### src/rtl/uart_tx_arbiter_pkg.sv
// Shared definitions for the UART TX arbiter: FSM states and default timing.
package uart_tx_arbiter_pkg;

   // One bit time at 115200 baud from a 50 MHz clock
   localparam int unsigned c_CYCLES_PER_BIT  = 434;
   localparam int unsigned c_NUM_REQ_DEFAULT = 4;

   typedef enum logic [2:0] {
      ST_IDLE,
      ST_LOAD,
      ST_WAIT_ACTIVE,
      ST_WAIT_DONE,
      ST_GAP,
      ST_HOLD
   } state_t;

endpackage

### src/rtl/uart_tx_arbiter_rr_select.sv
// Combinational round-robin pick: first set request strictly after the pointer, wrapping.
module rr_priority_select #(
   parameter int unsigned c_WIDTH = 4
) (
   input  logic [c_WIDTH-1:0]         req,
   input  logic [$clog2(c_WIDTH)-1:0] ptr,
   output logic [c_WIDTH-1:0]         winner,
   output logic [$clog2(c_WIDTH)-1:0] winner_idx,
   output logic                       valid
);

   localparam int unsigned IW = $clog2(c_WIDTH);

   logic [IW-1:0] idx;

   // Scan from ptr+1 around to ptr itself; the first hit wins
   always_comb begin
      winner     = '0;
      winner_idx = '0;
      valid      = 1'b0;
      idx        = '0;
      for (int unsigned i = 1; i <= c_WIDTH; i++) begin
         idx = IW'((32'(ptr) + i) % c_WIDTH);
         if (!valid && req[idx]) begin
            valid       = 1'b1;
            winner[idx] = 1'b1;
            winner_idx  = idx;
         end
      end
   end

endmodule

### src/rtl/uart_tx_arbiter.sv
// Packet-granular round-robin arbiter sharing one UART transmitter among requesters.
module uart_tx_arbiter
   import uart_tx_arbiter_pkg::*;
#(
   parameter int unsigned c_NUM_REQ        = c_NUM_REQ_DEFAULT,
   parameter int unsigned c_GAP_CYCLES     = c_CYCLES_PER_BIT,
   parameter int unsigned c_TIMEOUT_CYCLES = 10000
) (
   input  logic                   i_CLK,
   input  logic                   i_RESET,
   input  logic [c_NUM_REQ-1:0]   i_REQ,
   input  logic [8*c_NUM_REQ-1:0] i_REQ_DATA,
   input  logic [c_NUM_REQ-1:0]   i_REQ_LAST,
   output logic [c_NUM_REQ-1:0]   o_REQ_ACK,
   output logic [c_NUM_REQ-1:0]   o_GRANT,
   output logic                   o_TX_DV,
   output logic [7:0]             o_TX_BYTE,
   input  logic                   i_TX_ACTIVE,
   input  logic                   i_TX_DONE,
   output logic                   o_BUSY,
   output logic                   o_ERR
);

   localparam int unsigned IW = $clog2(c_NUM_REQ);
   localparam int unsigned GW = $clog2(c_GAP_CYCLES) + 1;
   localparam int unsigned TW = $clog2(c_TIMEOUT_CYCLES) + 1;

   state_t state_q, state_d;

   logic [IW-1:0]        ptr_q;
   logic [c_NUM_REQ-1:0] grant_q;
   logic [c_NUM_REQ-1:0] ack_q, ack_d;
   logic [7:0]           tx_byte_q;
   logic                 tx_dv_q, dv_d;
   logic                 err_q, err_d;
   logic                 last_q;
   logic [GW-1:0]        gap_cnt_q;
   logic [TW-1:0]        wd_cnt_q;
   logic                 gap_end, wd_end, abort;

   logic [c_NUM_REQ-1:0] pick;
   logic [IW-1:0]        pick_idx;
   logic                 pick_valid;

   rr_priority_select #(
      .c_WIDTH (c_NUM_REQ)
   ) u_rr (
      .req        (i_REQ),
      .ptr        (ptr_q),
      .winner     (pick),
      .winner_idx (pick_idx),
      .valid      (pick_valid)
   );

   assign gap_end = (gap_cnt_q == GW'(c_GAP_CYCLES - 1));
   assign wd_end  = (wd_cnt_q == TW'(c_TIMEOUT_CYCLES - 1));

   // State register
   always_ff @(posedge i_CLK or negedge i_RESET) begin
      if (!i_RESET) state_q <= ST_IDLE;
      else          state_q <= state_d;
   end

   // Next-state logic, including watchdog abort from the wait states
   always_comb begin
      state_d = state_q;
      abort   = 1'b0;
      case (state_q)
         ST_IDLE: if (pick_valid) state_d = ST_LOAD;
         ST_LOAD: state_d = ST_WAIT_ACTIVE;
         ST_WAIT_ACTIVE: begin
            if (i_TX_DONE)        state_d = ST_GAP;
            else if (i_TX_ACTIVE) state_d = ST_WAIT_DONE;
            else if (wd_end) begin
               state_d = ST_IDLE;
               abort   = 1'b1;
            end
         end
         ST_WAIT_DONE: begin
            if (i_TX_DONE) state_d = ST_GAP;
            else if (wd_end) begin
               state_d = ST_IDLE;
               abort   = 1'b1;
            end
         end
         ST_GAP: if (gap_end) state_d = last_q ? ST_IDLE : ST_HOLD;
         ST_HOLD: begin
            if (|(i_REQ & grant_q)) state_d = ST_LOAD;
            else if (wd_end) begin
               state_d = ST_IDLE;
               abort   = 1'b1;
            end
         end
         default: state_d = ST_IDLE;
      endcase
   end

   // Output decode; DV/ACK/ERR are registered below so they rise the cycle after LOAD/abort
   always_comb begin
      dv_d   = (state_q == ST_LOAD);
      ack_d  = dv_d ? grant_q : '0;
      err_d  = abort;
      o_BUSY = (state_q != ST_IDLE);
   end

   // Grant, pointer, byte latch, pulse outputs and the gap/watchdog counters
   always_ff @(posedge i_CLK or negedge i_RESET) begin
      if (!i_RESET) begin
         ptr_q     <= IW'(c_NUM_REQ - 1);
         grant_q   <= '0;
         ack_q     <= '0;
         tx_byte_q <= '0;
         tx_dv_q   <= 1'b0;
         err_q     <= 1'b0;
         last_q    <= 1'b0;
         gap_cnt_q <= '0;
         wd_cnt_q  <= '0;
      end else begin
         tx_dv_q <= dv_d;
         ack_q   <= ack_d;
         err_q   <= err_d;

         if (state_q == ST_IDLE && pick_valid) begin
            grant_q <= pick;
            ptr_q   <= pick_idx;
         end else if (state_d == ST_IDLE) begin
            grant_q <= '0;
         end

         // ptr_q holds the owner index for the whole packet, so it selects the byte lane
         if (state_q == ST_LOAD) begin
            tx_byte_q <= i_REQ_DATA[{ptr_q, 3'b000} +: 8];
            last_q    <= i_REQ_LAST[ptr_q];
         end

         if (state_d != state_q) begin
            gap_cnt_q <= '0;
            wd_cnt_q  <= '0;
         end else begin
            if (state_q == ST_GAP) gap_cnt_q <= gap_cnt_q + 1'b1;
            if (state_q == ST_WAIT_ACTIVE || state_q == ST_WAIT_DONE || state_q == ST_HOLD)
               wd_cnt_q <= wd_cnt_q + 1'b1;
         end
      end
   end

   assign o_GRANT   = grant_q;
   assign o_REQ_ACK = ack_q;
   assign o_TX_DV   = tx_dv_q;
   assign o_TX_BYTE = tx_byte_q;
   assign o_ERR     = err_q;

endmodule

### config.mk
export PLATFORM = sky130hd
export DESIGN_NAME = uart_tx_arbiter
export DESIGN_NICKNAME = d
export VERILOG_FILES = /design/src/rtl/uart_tx_arbiter_pkg.sv /design/src/rtl/uart_tx_arbiter_rr_select.sv /design/src/rtl/uart_tx_arbiter.sv
export SDC_FILE = /design/constraint.sdc
export NUM_CORES = 1
export LEC_CHECK = 0
export ABC_AREA = 1
export BUFFER_PORTS_ARGS = -buffer_cell sky130_fd_sc_hd__buf_4
export CAP_MARGIN = 40
export CELL_PAD_IN_SITES_DETAIL_PLACEMENT = 0
export CELL_PAD_IN_SITES_GLOBAL_PLACEMENT = 1
export CORE_ASPECT_RATIO = 0.9
export CORE_MARGIN = 2
export CORE_UTILIZATION = 42
export CTS_BUF_LIST = sky130_fd_sc_hd__clkbuf_2 sky130_fd_sc_hd__clkbuf_4 sky130_fd_sc_hd__clkbuf_8
export DETAILED_ROUTE_END_ITERATION = 16
export GPL_TIMING_DRIVEN = 0
export PLACE_DENSITY = 0.88
export SLEW_MARGIN = 0
export SYNTH_ARGS = -nofsm -noshare
export SYNTH_HDL_FRONTEND = slang
export SYNTH_SLANG_ARGS = --single-unit
### constraint.sdc
create_clock -name i_CLK -period 3.2 [get_ports i_CLK]
set_clock_uncertainty 0.15 [all_clocks]
set_input_delay 0.64 -clock i_CLK [delete_from_list [all_inputs] [get_ports i_CLK]]
set_output_delay 0.64 -clock i_CLK [all_outputs]
set_load 0.005 [all_outputs]
==> results of run 1 <==
-- logic make-up (layout without fill, tap and decap cells) --
| group | count (synthesis) | after routing | synth area share [%] |
|---|---|---|---|
| simple gates | 258 | 258 | 39.4 |
| buf+inv | 53 | 123 | 7.14 |
| flops | 49 | 49 | 37.5 |
| compound gates | 43 | 43 | 7.67 |
| xor+xnor | 18 | 18 | 4.81 |
| fa+ha+maj | 9 | 9 | 3.44 |
-- sequential cells by signal, summed over array words and instances (netlist names) --
| signal | count |
|---|---|
| wd_cnt_q | 15 |
| gap_cnt_q | 10 |
| o_TX_BYTE | 8 |
| o_GRANT | 4 |
| o_REQ_ACK | 4 |
| state_q | 3 |
| ptr_q | 2 |
| last_q | 1 |
| o_ERR | 1 |
| o_TX_DV | 1 |
-- power by group --
| part | switching, µW | internal, µW |
|---|---|---|
| registers | 122 | 753 |
| logic | 1200 | 661 |
| clock network | 207 | 264 |
| total | 1530 | 1680 |
-- worst min path at each step --
stage | cells past startpoint | end | slack [ns]
after floorplan | 0 | gap_cnt_q[0]$_DFFE_PN0P_ | 0.19
after global placement | 2 | o_TX_BYTE[5]$_DFFE_PN0P_ | 0.32
after detailed placement | 2 | o_TX_BYTE[3]$_DFFE_PN0P_ | 0.32
after CTS | 1 | wd_cnt_q[10]$_DFFE_PN0P_ | 0.22
after global routing | 1 | o_GRANT[1]$_DFFE_PN0P_ | 0.24
final | 1 | o_GRANT[1]$_DFFE_PN0P_ | 0.20
-- worst reg2reg max path: stages, from the launching register on --
cell,delay (ns)
dfstp_2,0.67
inv_2,0.10
clkbuf_1,0.26
ha_1,0.41
inv_1,0.11
nand2_2,0.08
nand2_4,0.11
inv_4,0.05
nand4_4,0.06
nand2_4,0.08
nand2_2,0.09
nand2_2,0.06
nand2_4,0.13
buf_12,0.20
nor2_4,0.04
-- area by class of cell --
cell class / count / area [µm²]
inverter: 43 / 164
clock inverter: 1 / 30.0
clock buffer: 7 / 90.1
multi-input combinational: 328 / 1810
buffer: 10 / 70.1
timing repair buffer: 62 / 465
sequential: 49 / 1230
fill: 739 / 3560
tap: 96 / 120
-- cell usage in the layout, fill, tap and decap left out, drive strengths merged, types with 2 or more instances in the layout --
master	instances
dfrtp	47
inv	43
nor3	2
a22oi	2
nand3	37
xor2	15
nand2	123
dfstp	2
o22ai	9
nor2	87
a21oi	2
ha	9
o21ai	27
clkbuf	14
buf	65
xnor2	3
nand4	8
-- stage by stage --
step,hold WS [ns],instances,util [%],cell area [µm²]
after CTS,0.224,596,52.8,3980
after global placement,0.316,588,51.2,3860
after detailed placement,0.317,588,51.2,3860
after global routing,0.244,596,52.8,3980
final,0.199,596,52.8,3980
after floorplan,0.194,430,-,3280
-- routing by layer --
metal  track usage (%)  vias to the layer above  part of all wire [%]
met1              25.2                     1353                    48
li1                  -                     1504                     -
met2              31.6                       57                    46
met5                 0                        -                     0
met3              4.63                        9                   5.1
met4              4.35                        0                   1.1
==> impl_metrics.toml, run 1 <==
[status]
status = "finished clean"

[routing]
via_per_inst = 4.90
wl_per_cell_um = 12.7
finalWirelength_um = 7570
drc = 0
ant_nets = 0
vias = 2923
drt_iter0_markers = 97
first_pass_iters = 4

[synthesis]
syn-cell-area_um2 = 3280
async_flop_share_pct = 100
yosysMostFrequentCell = "nand2_1"
synth_nets = 483
synth_top_cell_area_share_pct = 35.9
yosys_warnings = 0
synth_ff_type = "dfrtp_1"
syn_avg_cell_area_um2 = 7.62
synth_cells = 430
synth_cell_types = 33
yosysTopAreaCell = "dfrtp_1"
synth-edff-count = 0
ys_top_cells_by_area = "dfrtp_1 36%, nand2_1 13%, nor2_4 7.2%"
ys_ff_latch = 49
netlist_top_cells_count = "113 x nand2_1, 60 x nor2_1, 47 x dfrtp_1"
ys_seq_area_share_pct = 37.5

[placed_design]
dp_hpwl_um = 5740
portBuffers = 62
pre_cts_ws_ns = 0.499
gp_congestion = 0.766

[die]
pin_count = 63
std_cell_rows = 30
dieArea_um2 = 8530
die_h_um = 87.8
core_um2 = 7540
die_x_um = 97.1
start_util_pct = 43.4

[layout]
antenna_cells = 0
drive_gt1_share_pct = 25.2
area_growth_pct = 21.5
final_nets = 552

[sta]
max_slew.worst_pin.slew_ns = 0.643
tns_ns = 0
finalCriticalPeriod_ns = 2.71
setup_violations = 0
hold_viol = 0
rsz0062_at_grt = "false"
clock.fmax_mhz = 368
slew_violations = 0
setup_slack_ns = 0.486
period_share_pct = 84.8
maxSlewHeadroom_pct = 57.2

[clock_network]
cts-root-buf = "clkbuf_8"
hold_buffers = 0
cts_tree = "done"
clockBufferDepth = 2
clkTransAtPathRegs_ns = 0.09
clkSinkCount = 49
clock_latency_ns = 0.30
cts_inserted_buffers = 5
post_cts_buffers = 0
post_cts_resized = 0
cts.htree.levels = 2

[pwr]
total_leakage_power_uw = 0.00186
power_uw = 3210
p_per_area_nw_per_um2 = 806
peakVddDrop_mv = 0.465

[worst_setup_path]
crit_path_max_incr_delay_ns = 0.67
worstPathArrival_ns = 2.75
cp-end-kind = "register"
cp_slowest_cell = "dfstp_2"
cp.depth = 14
criticalPathCategory = "reg2reg"
critical_path_peak_fanout = 11
critPathRequiredTime_ns = 3.24
r2r_end = "gap_cnt_q[1]$_DFFE_PN0P_"
path_cells = "inv_2 -> clkbuf_1 -> ha_1 -> inv_1 -> nand2_2 -> nand2_4 -> inv_4 -> nand4_4 -> nand2_4 -> nand2_2 -> nand2_2 -> nand2_4 -> buf_12 -> nor2_4"
worst-r2r-setup-slack_ns = 0.49
r2r_cells = 14
path_delay_family = "buffers and inverters"
regToRegStartpoint = "ptr_q[0]$_DFFE_PN1P_"
path_buf_inv = 5
worstSetupStartpointType = "register"
critPathCapture = "gap_cnt_q[1]$_DFFE_PN0P_"
cp-startpoint = "ptr_q[0]$_DFFE_PN1P_"

[grt]
track_usage_pct = 18.9
grt_pass1_vias = 2878
grt_pass1_wl_um = 13200
antenna_found_initial = 0
gr-total-overflow = 0
grt_max_degree = 50

[job]
cap_viol_max_count = 0

[min_path]
hold_path_class = "in2async"
Note: power is estimated with default switching activity, not from simulation.
==> inputs of run 2 (changes only) <==
--- a/config.mk
+++ b/config.mk
@@ -5,14 +5,14 @@
 export SDC_FILE = /design/constraint.sdc
 export NUM_CORES = 1
 export LEC_CHECK = 0
-export ABC_AREA = 1
+export ABC_AREA = 0
 export BUFFER_PORTS_ARGS = -buffer_cell sky130_fd_sc_hd__buf_4
 export CAP_MARGIN = 40
 export CELL_PAD_IN_SITES_DETAIL_PLACEMENT = 0
 export CELL_PAD_IN_SITES_GLOBAL_PLACEMENT = 1
 export CORE_ASPECT_RATIO = 0.9
 export CORE_MARGIN = 2
-export CORE_UTILIZATION = 42
+export CORE_UTILIZATION = 44
 export CTS_BUF_LIST = sky130_fd_sc_hd__clkbuf_2 sky130_fd_sc_hd__clkbuf_4 sky130_fd_sc_hd__clkbuf_8
 export DETAILED_ROUTE_END_ITERATION = 16
 export GPL_TIMING_DRIVEN = 0
==> constraint.sdc (replaced) <==
create_clock -name i_CLK -period 2.5 [get_ports i_CLK]
set_clock_uncertainty 0.15 [all_clocks]
set_input_delay 0.5 -clock i_CLK [delete_from_list [all_inputs] [get_ports i_CLK]]
set_output_delay 0.5 -clock i_CLK [all_outputs]
set_load 0.005 [all_outputs]
==> run 2 against run 1 <==
Compared with the run above: the run now ends with negative setup slack left; fmax rose by 3.8%; critical path depth shrank 4; global-route usage up 0.21 points; critical path type unchanged.
==> impl_metrics.toml, run 2 <==
[status]
status = "finished, violations left"
violations = "negative setup slack"

[clock_network]
cts_tree = "done"
clock_latency_ns = 0.29
clkTransAtPathRegs_ns = 0.08
cts-root-buf = "clkbuf_8"
cts_inserted_buffers = 5
hold_buffers = 0
clkSinkCount = 49
clockBufferDepth = 2
cts.htree.levels = 2

[synthesis]
yosysMostFrequentCell = "dfrtp_1"
synth_cells = 305
synth_ff_type = "dfrtp_1"
ys_seq_area_share_pct = 40.1
synth-edff-count = 0
synth_top_cell_area_share_pct = 38.4
ys_top_cells_by_area = "dfrtp_1 38%, mux4_2 8.8%, nor2_1 5.6%"
async_flop_share_pct = 100
synth_cell_types = 49
netlist_top_cells_count = "47 x dfrtp_1, 46 x nor2_1, 22 x nand2_1"
yosysTopAreaCell = "dfrtp_1"
syn-cell-area_um2 = 3060
ys_ff_latch = 49
syn_avg_cell_area_um2 = 10.0
yosys_warnings = 0
synth_nets = 358

[grt]
grt_max_degree = 50
track_usage_pct = 19.1
grt_pass1_wl_um = 12100
antenna_found_initial = 0
gr-total-overflow = 0
grt_pass1_vias = 2541

[job]
cap_viol_max_count = 0

[sta]
max_slew.worst_pin.slew_ns = 0.595
worst_hold_slack_ns = 0.0591
maxSlewHeadroom_pct = 60.3
slew_violations = 0
hold_viol = 0
setup_violations = 24
period_share_pct = 105
clock.fmax_mhz = 383
rsz0062_at_grt = "true"
finalCriticalPeriod_ns = 2.61
setup_slack_ns = -0.114

[die]
core_um2 = 6660
die_x_um = 91.9
die_h_um = 83.2
start_util_pct = 46.0
std_cell_rows = 28
dieArea_um2 = 7650
pin_count = 63

[layout]
largest_reg_flops = 15
area_growth_pct = 33.6
top_register = "wd_cnt_q"
final_util_pct = 61.5
antenna_cells = 0
drive_gt1_share_pct = 41.3
fillCellCount = 563
final_nets = 444
final_cell_mix = "79 x buf_4, 46 x dfrtp_1, 25 x nor2_1"
layout_commonest_cell = "buf_4"

[routing]
via_per_inst = 5.35
ant_nets = 0
drc = 0
drt_iter0_markers = 68
wl_per_cell_um = 14.6
first_pass_iters = 4
finalWirelength_um = 7050
vias = 2578

[worst_setup_path]
criticalPathCategory = "reg2reg"
crit_path_max_incr_delay_ns = 0.55
cp-end-kind = "register"
worstSetupStartpointType = "register"
worst-r2r-setup-slack_ns = -0.11
path_cells = "buf_8 -> inv_4 -> ha_4 -> mux2i_1 -> mux2_4 -> a31oi_4 -> nor4_4 -> o221ai_4 -> buf_6 -> nor2_2"
cp_slowest_cell = "dfstp_2"
critical_path_peak_fanout = 8
r2r_end = "wd_cnt_q[14]$_DFFE_PN0P_"
worstPathArrival_ns = 2.65
critPathRequiredTime_ns = 2.54
r2r_cells = 10
regToRegStartpoint = "ptr_q[0]$_DFFE_PN1P_"

[pwr]
p_per_area_nw_per_um2 = 1100
peakVddDrop_mv = 0.787
total_leakage_power_uw = 0.00175

[placed_design]
gp_congestion = 0.847
portBuffers = 61
dp_hpwl_um = 5150

[min_path]
hold_path_class = "in2async"
==> run 2: worst max-delay path by stage <==
stage	start	to	slack (ns)
final	ptr_q[0]$_DFFE_PN1P_	wd_cnt_q[14]$_DFFE_PN0P_	-0.11
after global routing	wd_cnt_q[4]$_DFFE_PN0P_	wd_cnt_q[0]$_DFFE_PN0P_	-0.24
after CTS	ptr_q[1]$_DFFE_PN1P_	gap_cnt_q[8]$_DFFE_PN0P_	-0.32
after detailed placement	ptr_q[1]$_DFFE_PN1P_	wd_cnt_q[5]$_DFFE_PN0P_	-0.55
after global placement	ptr_q[1]$_DFFE_PN1P_	wd_cnt_q[12]$_DFFE_PN0P_	-0.49
after floorplan	ptr_q[1]$_DFFE_PN1P_	gap_cnt_q[6]$_DFFE_PN0P_	-0.18
==> run 2: metal layers <==
layer / up-vias / GRT usage, % / share of wire [%]
met4: 0 / 4.48 / 1.1
met1: 1247 / 25.9 / 46
met5: - / 0 / 0
met3: 8 / 3.72 / 4.1
met2: 69 / 31.8 / 49
li1: 1254 / - / -
==> run 2: cell families (layout without fill, tap and decap cells) <==
family / Yosys count / after routing / synth area share, %
fa+ha+maj: 9 / 9 / 3.68
flops: 49 / 49 / 40.1
simple gates: 119 / 119 / 20.0
mux: 29 / 29 / 14.8
xor+xnor: 23 / 23 / 6.58
buf+inv: 25 / 112 / 3.80
compound gates: 51 / 51 / 11.0
==> run 2: cell type report <==
class                           count  area [µm²]  area share, %
Multi-Input combinational cell    231        1880           45.9
Timing Repair Buffer               83         638           15.6
Tap cell                           90         113           2.75
Sequential cell                    49        1230           30.1
Clock buffer                        7        96.3           2.35
Inverter                           12        55.1           1.35
Clock inverter                      1        5.00          0.122
Buffer                              9        77.6           1.90
==> run 2: timing repair <==
| action | CTS | global route |
|---|---|---|
| endpoints found under the hold margin | 0 | 0 |
| pin swaps | 8 | 9 |
| gates cloned | 2 | 0 |
| gates resized for setup | 14 | 34 |
| setup endpoints to repair | 36 | 36 |
| buffers inserted | 10 | 10 |
==> run 2: power breakdown <==
group	switching (µW)	internal [µW]	leakage (µW)
sequential	143	987	0.000645
clock	241	250	0.0000542
combinational	1430	1460	0.00105
total	1810	2700	0.00175
==> run 2: through the flow <==
stage	worst slack [ns]	cell area [µm²]	power, µW	TNS, ns	std cells
after floorplan	-0.182	3130	2850	-3.98	305
after global placement	-0.493	3700	3460	-12.18	456
after detailed placement	-0.554	3700	3510	-13.96	456
after CTS	-0.316	3930	4320	-7.43	475
after global routing	-0.237	4090	4820	-5.91	482
final	-0.114	4090	4510	-2.27	482
==> run 2: worst max-delay path: cells and delay by family (launching register included) <==
| kind | cells | cell delay (ns) |
|---|---|---|
| adder cells (fa/ha/maj) | 1 | 0.26 |
| flip-flops | 1 | 0.55 |
| multiplexers | 2 | 0.46 |
| buffers and inverters | 3 | 0.38 |
| AO/OA/AOI/OAI | 2 | 0.59 |
| AND/OR/NAND/NOR | 2 | 0.11 |
==> inputs of run 3 (changes only) <==
--- a/config.mk
+++ b/config.mk
@@ -6,17 +6,17 @@
 export NUM_CORES = 1
 export LEC_CHECK = 0
 export ABC_AREA = 0
-export BUFFER_PORTS_ARGS = -buffer_cell sky130_fd_sc_hd__buf_4
+export BUFFER_PORTS_ARGS = -buffer_cell sky130_fd_sc_hd__buf_2
 export CAP_MARGIN = 40
 export CELL_PAD_IN_SITES_DETAIL_PLACEMENT = 0
 export CELL_PAD_IN_SITES_GLOBAL_PLACEMENT = 1
 export CORE_ASPECT_RATIO = 0.9
 export CORE_MARGIN = 2
-export CORE_UTILIZATION = 44
+export CORE_UTILIZATION = 39
 export CTS_BUF_LIST = sky130_fd_sc_hd__clkbuf_2 sky130_fd_sc_hd__clkbuf_4 sky130_fd_sc_hd__clkbuf_8
 export DETAILED_ROUTE_END_ITERATION = 16
 export GPL_TIMING_DRIVEN = 0
-export PLACE_DENSITY = 0.88
+export PLACE_DENSITY = 0.83
 export SLEW_MARGIN = 0
 export SYNTH_ARGS = -nofsm -noshare
 export SYNTH_HDL_FRONTEND = slang
==> constraint.sdc (replaced) <==
create_clock -name i_CLK -period 2.39 [get_ports i_CLK]
set_clock_uncertainty 0.15 [all_clocks]
set_input_delay 0.478 -clock i_CLK [delete_from_list [all_inputs] [get_ports i_CLK]]
set_output_delay 0.478 -clock i_CLK [all_outputs]
set_load 0.005 [all_outputs]
==> run 3 against run 2 <==
Compared with the run above: the flow still finishes with violations (negative setup slack); final cell count grew 3.9%; sequential cell count is the same; via count grew 2.6%; sequential power grew 5%; combinational power grew 9.3%; cell area is essentially flat; sequential share of layout area is essentially flat; largest power group unchanged; clock-buffer cell count shrank 2; non-clock buffer count grew 13; utilization shrank 7.5 points.
==> impl_metrics.toml, run 3 (synthesis gave the netlist of run 2 again) <==
[layout]
largest_reg_flops = 15
layout_commonest_cell = "buf_2"
final_cell_mix = "63 x buf_2, 47 x dfrtp_1, 28 x nor2_1, 28 x buf_4, 22 x nand2_1"
final_nets = 457
final_util_pct = 54.0
area_growth_pct = 33.6
drive_gt1_share_pct = 42.7
antenna_cells = 0
layout.cells.non_filler = 501
top_register = "wd_cnt_q"

[worst_setup_path]
path_cells = "buf_8 -> inv_8 -> ha_4 -> mux2i_4 -> mux2_4 -> a31oi_4 -> nor4_4 -> o221ai_4 -> buf_6 -> nor2_1"
critPathRequiredTime_ns = 2.43
r2r_cells = 10
cp-startpoint = "ptr_q[0]$_DFFE_PN1P_"
path_buf_inv = 3
cp-end-kind = "register"
cp.depth = 10
criticalPathCategory = "reg2reg"
worstPathArrival_ns = 2.68
worstSetupStartpointType = "register"
cp_slowest_cell = "dfstp_2"
regToRegStartpoint = "ptr_q[0]$_DFFE_PN1P_"
critical_path_peak_fanout = 8
path_delay_family = "compound AO/OA/AOI/OAI gates"
crit_path_max_incr_delay_ns = 0.56

[pwr]
p_per_area_nw_per_um2 = 1230
peakVddDrop_mv = 0.440
power_uw = 5030
total_leakage_power_uw = 0.00180

[routing]
finalWirelength_um = 7720
first_pass_iters = 5
wl_per_cell_um = 15.4
vias = 2645
via_per_inst = 5.28
drt_iter0_markers = 105
ant_nets = 0
drc = 0

[die]
pin_count = 63
std_cell_rows = 30
core_um2 = 7580
die_h_um = 88.1
dieArea_um2 = 8580
start_util_pct = 40.4
die_x_um = 97.4

[sta]
maxSlewHeadroom_pct = 62.8
setup_violations = 29
tns_ns = -5.55
finalCriticalPeriod_ns = 2.64
hold_viol = 0
clock.fmax_mhz = 379
period_share_pct = 110
setup_slack_ns = -0.246
rsz0062_at_grt = "true"
max_slew.worst_pin.slew_ns = 0.557
slew_violations = 0

[placed_design]
dp_hpwl_um = 5220
pre_cts_ws_ns = -0.696
portBuffers = 61
dp.cells = 463
gp_congestion = 0.801

[grt]
grt_pass1_vias = 2561
grt_pass1_wl_um = 12500
track_usage_pct = 17.9
gr-total-overflow = 0
grt_max_degree = 33
antenna_found_initial = 0

[clock_network]
cts_inserted_buffers = 5
clockBufferDepth = 2
cts_tree = "done"
clkSinkCount = 49
cts.htree.levels = 2
clkTransAtPathRegs_ns = 0.09
clock_latency_ns = 0.30
cts-root-buf = "clkbuf_8"

[status]
status = "finished, violations left"
violations = "negative setup slack"

[min_path]
hold_path_class = "in2reg"
holdPathStages = 2
hold_start = "i_TX_DONE"

[job]
cap_viol_max_count = 0
==> run 3: cell types whose count changed in the layout (fill, tap and decap cells not counted), sizes merged <==
cell and change:
buf +12, bufinv +2, clkbuf -2, dlygate4sd3 +1
==> run 3: worst paths after layout <==
path | endpoint | slack, ns
max in group asynchronous | ptr_q[0]$_DFFE_PN1P_ | 1.00
max | gap_cnt_q[9]$_DFFE_PN0P_ | -0.25
min | state_q[2]$_DFF_PN0_ | 0.34
max reg2reg | gap_cnt_q[9]$_DFFE_PN0P_ | -0.25
min in group asynchronous | wd_cnt_q[9]$_DFFE_PN0P_ | 0.50
min reg2reg | o_TX_BYTE[7]$_DFFE_PN0P_ | 0.36
==> run 3: routing by layer <==
metal / routed length (µm) / up-vias / GRT usage, %
li1: - / 1278 / -
met1: 3700 / 1301 / 24.4
met5: 0 / - / 0
met3: 285 / 8 / 3.03
met2: 3660 / 58 / 30.8
met4: 78 / 0 / 3.16
==> run 3: final cells by class <==
class	instances	area (µm²)
Buffer	10	83.8
Clock buffer	5	68.8
Clock inverter	3	65.1
Fill cell	684	3490
Inverter	12	60.1
Multi-Input combinational cell	231	1880
Sequential cell	49	1230
Tap cell	96	120
Timing Repair Buffer	95	591
==> run 3: through the flow <==
| step | hold WS [ns] | area (µm²) |
|---|---|---|
| floorplan | 0.0324 | 3130 |
| global placement | 0.337 | 3560 |
| detailed placement | 0.301 | 3580 |
| CTS | 0.339 | 3960 |
| global route | 0.342 | 4090 |
| finish | 0.338 | 4090 |
==> run 3: where the power goes <==
group | total [µW] | internal [µW] | switching [µW]
clock | 691 | 416 | 276
sequential | 1190 | 1030 | 154
combinational | 3160 | 1600 | 1560
total | 5030 | 3040 | 1990
==> run 3: what timing repair did <==
item	4_1_cts	5_1_grt
hold buffers	1	0
pin swaps	12	15
endpoints found under the hold margin	17	0
setup buffers	21	10
setup endpoints to repair	38	36
resized for setup	22	30
cloned	2	0
